## src/rtl/full_adder_pkg.sv

```systemverilog
// Shared constants and the result record for the registered ripple-carry adder.
// The record's sum field is sized for the widest legal adder; narrower instances use the low bits.
package full_adder_pkg;

    localparam int DEFAULT_WIDTH = 1;
    localparam int MAX_WIDTH     = 64;

    typedef struct packed {
        logic                 cout;
        logic                 overflow;
        logic [MAX_WIDTH-1:0] sum;
    } result_t;

endpackage

```

## src/rtl/full_adder_cell.sv

```systemverilog
// One-bit full adder cell, purely combinational.
// Zero latency; there is no flow control.
module full_adder_cell (
    input  logic a,
    input  logic b,
    input  logic cin,
    output logic sum,
    output logic cout
);

    logic prop;

    assign prop = a ^ b;
    assign sum  = prop ^ cin;
    assign cout = (a & b) | (cin & prop);

endmodule

```

## src/rtl/full_adder.sv

```systemverilog
// WIDTH-bit ripple-carry adder with registered sum, carry-out and signed overflow.
// One-cycle latency, one result per cycle, never backpressures; outputs hold when in_valid is low.
module full_adder
    import full_adder_pkg::*;
#(
    parameter int WIDTH = DEFAULT_WIDTH
) (
    input  logic             clk,
    input  logic             rst,
    input  logic             in_valid,
    input  logic [WIDTH-1:0] a,
    input  logic [WIDTH-1:0] b,
    input  logic             cin,
    output logic [WIDTH-1:0] sum,
    output logic             cout,
    output logic             overflow,
    output logic             out_valid
);

    logic [WIDTH:0]   carry;
    logic [WIDTH-1:0] sum_bits;

    assign carry[0] = cin;

    for (genvar i = 0; i < WIDTH; i++) begin : g_cell
        full_adder_cell u_cell (
            .a    (a[i]),
            .b    (b[i]),
            .cin  (carry[i]),
            .sum  (sum_bits[i]),
            .cout (carry[i+1])
        );
    end

    result_t res_d, res_q;
    logic    vld_d, vld_q;

    // The hold path feeds back res_q, so inputs are ignored entirely while in_valid is low.
    always_comb begin
        res_d = res_q;
        vld_d = 1'b0;
        if (in_valid) begin
            res_d                = '0;
            res_d.sum[WIDTH-1:0] = sum_bits;
            res_d.cout           = carry[WIDTH];
            res_d.overflow       = carry[WIDTH] ^ carry[WIDTH-1];
            vld_d                = 1'b1;
        end
    end

    always_ff @(posedge clk or posedge rst) begin
        if (rst) begin
            res_q <= '0;
            vld_q <= 1'b0;
        end else begin
            res_q <= res_d;
            vld_q <= vld_d;
        end
    end

    assign sum       = res_q.sum[WIDTH-1:0];
    assign cout      = res_q.cout;
    assign overflow  = res_q.overflow;
    assign out_valid = vld_q;

endmodule

```

## config.mk

```make
export PLATFORM = sky130hd
export DESIGN_NAME = full_adder
export DESIGN_NICKNAME = d
export VERILOG_FILES = /design/src/rtl/full_adder_pkg.sv /design/src/rtl/full_adder_cell.sv /design/src/rtl/full_adder.sv
export SDC_FILE = /design/constraint.sdc
export NUM_CORES = 1
export LEC_CHECK = 0
export CORE_AREA = 3 3 40 42
export DETAILED_ROUTE_END_ITERATION = 8
export DIE_AREA = 0 0 43 45
export GPL_TIMING_DRIVEN = 0
export SYNTH_ARGS = -nofsm -noshare
export SYNTH_HDL_FRONTEND = slang
export SYNTH_SLANG_ARGS = --single-unit
```

## constraint.sdc

```tcl
create_clock -name clk -period 1.1 [get_ports clk]
set_input_delay 0.275 -clock clk [delete_from_list [all_inputs] [get_ports clk]]
set_output_delay 0.275 -clock clk [all_outputs]
set_load 0.02 [all_outputs]
```

==> results.cfg <==
[final_layout]
n_antenna_cell = 0
finish.instance_area_um2 = 274
final_util_pct = 21.3
areaGrowthSynthToFinish_pct = 67.2
fin_nets = 32
drive_gt1_share_pct = 52.2
fillers = 145

[power]
internal-power_mw = 0.336
clkPwrFrac_pct = 39.8
combPwrFrac_pct = 21.6
ir_worst_vdd_mv = 0.391
p_seq_share_pct = 38.6
swShare_pct = 26.3
p_sw_mw = 0.120
power_density_nw_per_um2 = 1660
total_leakage_power_nw = 0.135

[floorplanning]
die_w_um = 43
start_util_pct = 12.8
rows = 13
fp.dieH_um = 45
core-area_um2 = 1280
io_pins = 10
die_area_um2 = 1940

[setup_path]
crit_arrival_ns = 1.17
max_stage_delay_ns = 0.43
worstSetupPathType = in2reg
rr_worst_depth = 1
worst_setup_path_start_kind = input port
worstPathCellList = clkdlybuf4s15_1 > fa_2 > mux2_4
crit_fanout = 1
r2r_setup_slack_ns = 0.35
rr_endpoint = sum
regToRegStartpoint = sum
worst_ep_required_time_ns = 1.21
end_kind = flop
cpMaxStageDelayCell = fa_2

[global_route]
grt_usage_pct = 5.11
grt_overflow = 0
antenna_found_initial = 0
grt_pass1_vias = 168
grt_max_degree = 6
grt_first_pass_wirelength_um = 621

[timing]
fin_hold_ws_ns = 0.223
rsz0062_at_grt = false
final_max_slew_viol_count = 0
timing.fmax_mhz = 950
min_period_ns = 1.05
worst_pin_slew_ns = 0.207
setup_violations = 0
fin_skew_ns = 0
setup_ws_ns = 0.0476
finalHoldViolCount = 0
slew_headroom_pct = 86.2
fin_crit_sh_pct = 95.7

[placed_design]
place.gp.congestion = 0.622
port-buffer-count = 9
place_area_um2 = 273
pre_cts_ws_ns = -0.496

[clocking]
cts_hold_buf = 0
clk_pin_slew_ns = 0.04
cts_max_level = 1
cts_setup_buffers = 0
cts_tree = built
clkLatencyLatePin_ns = 0.23
clock_sinks = 4
clk_path_buf_depth = 2
cts_root_buf = clkbuf_4
cts-buffers-inserted = 3

[logic_synthesis]
synth_area_um2 = 164
synth-warning-count = 0
ys_seq_area_share_pct = 61.1
syn_inst = 11
synth_area_per_cell_um2 = 14.9
synth_nets = 18
ys_ff_latch = 4
ys_types = 7

[flow_run]
maxCapViolations = 0

[drt]
postRouteAntennaNets = 0
drt-initial-drc-count = 3
vias = 127
wirelength_um = 368
wire_per_inst_um = 9.68
first_pass_iters = 2
drc_errors = 0
via_per_inst = 3.34

[hold_path]
hold_class = in2async

[run_status]
status = finished clean
[through the flow]
| stage | setup TNS, ns | cells | power [mW] |
|---|---|---|---|
| 6_report | 0 | 38 | 0.456 |
| 5_1_grt | 0 | 38 | 0.485 |
| 4_1_cts | 0 | 38 | 0.468 |
| 3_5_place_dp | -1.86 | 35 | 0.295 |
| 3_3_place_gp | -1.78 | 35 | 0.292 |
| 2_1_floorplan | -0.000923 | 11 | 0.228 |
[worst max path at each step]
stage,startpoint,endpoint,slack (ns),cells after the start
2_1_floorplan,a,sum,-0.0009,2
3_3_place_gp,cin,sum,-0.48,3
3_5_place_dp,cin,sum,-0.50,3
4_1_cts,b,sum,0.01,3
5_1_grt,cout,cout,0.02,1
6_report,a,sum,0.05,3
[power groups by stage]
stage	sequential [mW]	combinational (mW)	clock, mW
after detailed placement	0.179	0.116	0
after CTS	0.177	0.101	0.191
after floorplan	0.201	0.0263	0
final	0.176	0.0983	0.181
after global routing	0.179	0.107	0.199
after global placement	0.178	0.114	0
[routing by layer]
metal	vias to the layer above	global-route usage [%]	part of all wire (%)
met5	-	0	0
met4	0	7.23	2.7
met3	2	4.38	17
met2	10	5.09	40
met1	54	5.15	40
li1	61	-	-
[what timing repair did]
item / CTS / global route
setup endpoints to repair: 7 / 3
gates resized for setup: 23 / 4
pin swaps: 1 / 1
cloned: 0 / 0
[logic make-up (layout without fill, tap and decap cells)]
family	count (synthesis)	in the layout	synth area share, %
compound gates	1	1	3.05
xor+xnor	1	1	5.34
simple gates	1	1	2.29
buf+inv	1	13	2.29
flops	4	4	61.1
fa+ha+maj	1	1	12.2
mux	2	2	13.7
[area by class of cell]
type | count | area (um2) | area share (%)
multi-input combinational | 6 | 66.3 | 24.2
clock buffer | 3 | 22.5 | 8.22
sequential | 4 | 100 | 36.5
inverter | 1 | 3.75 | 1.37
timing repair buffer | 9 | 62.6 | 22.8
tap | 15 | 18.8 | 6.85
[worst max-delay path, delay by kind of cell]
kind,cells,cell delay (ns)
adder cells (fa/ha/maj),1,0.43
buffers and inverters,1,0.20
multiplexers,1,0.26
[state kept, by name, indices dropped and copies added (netlist names)]
register and flops:
cout 1, out_valid 1, overflow 1, sum 1
[cells in the final DEF, fill, tap and decap left out, drive strengths merged]
cell type,count
clkdlybuf4s15,1
clkdlybuf4s50,1
dfrtp,4
xnor2,1
buf,4
a21oi,1
dlymetal6s2s,1
nor2,1
fa,1
clkbuf,5
inv,1
mux2,2
[cell usage after synthesis]
master / count / area, um2
nor2_1: 1 / 3.75
dfrtp_1: 4 / 100
a21oi_1: 1 / 5.00
inv_1: 1 / 3.75
mux2_2: 2 / 22.5
fa_1: 1 / 20.0
xnor2_1: 1 / 8.76
(Power assumes the default switching activity.)
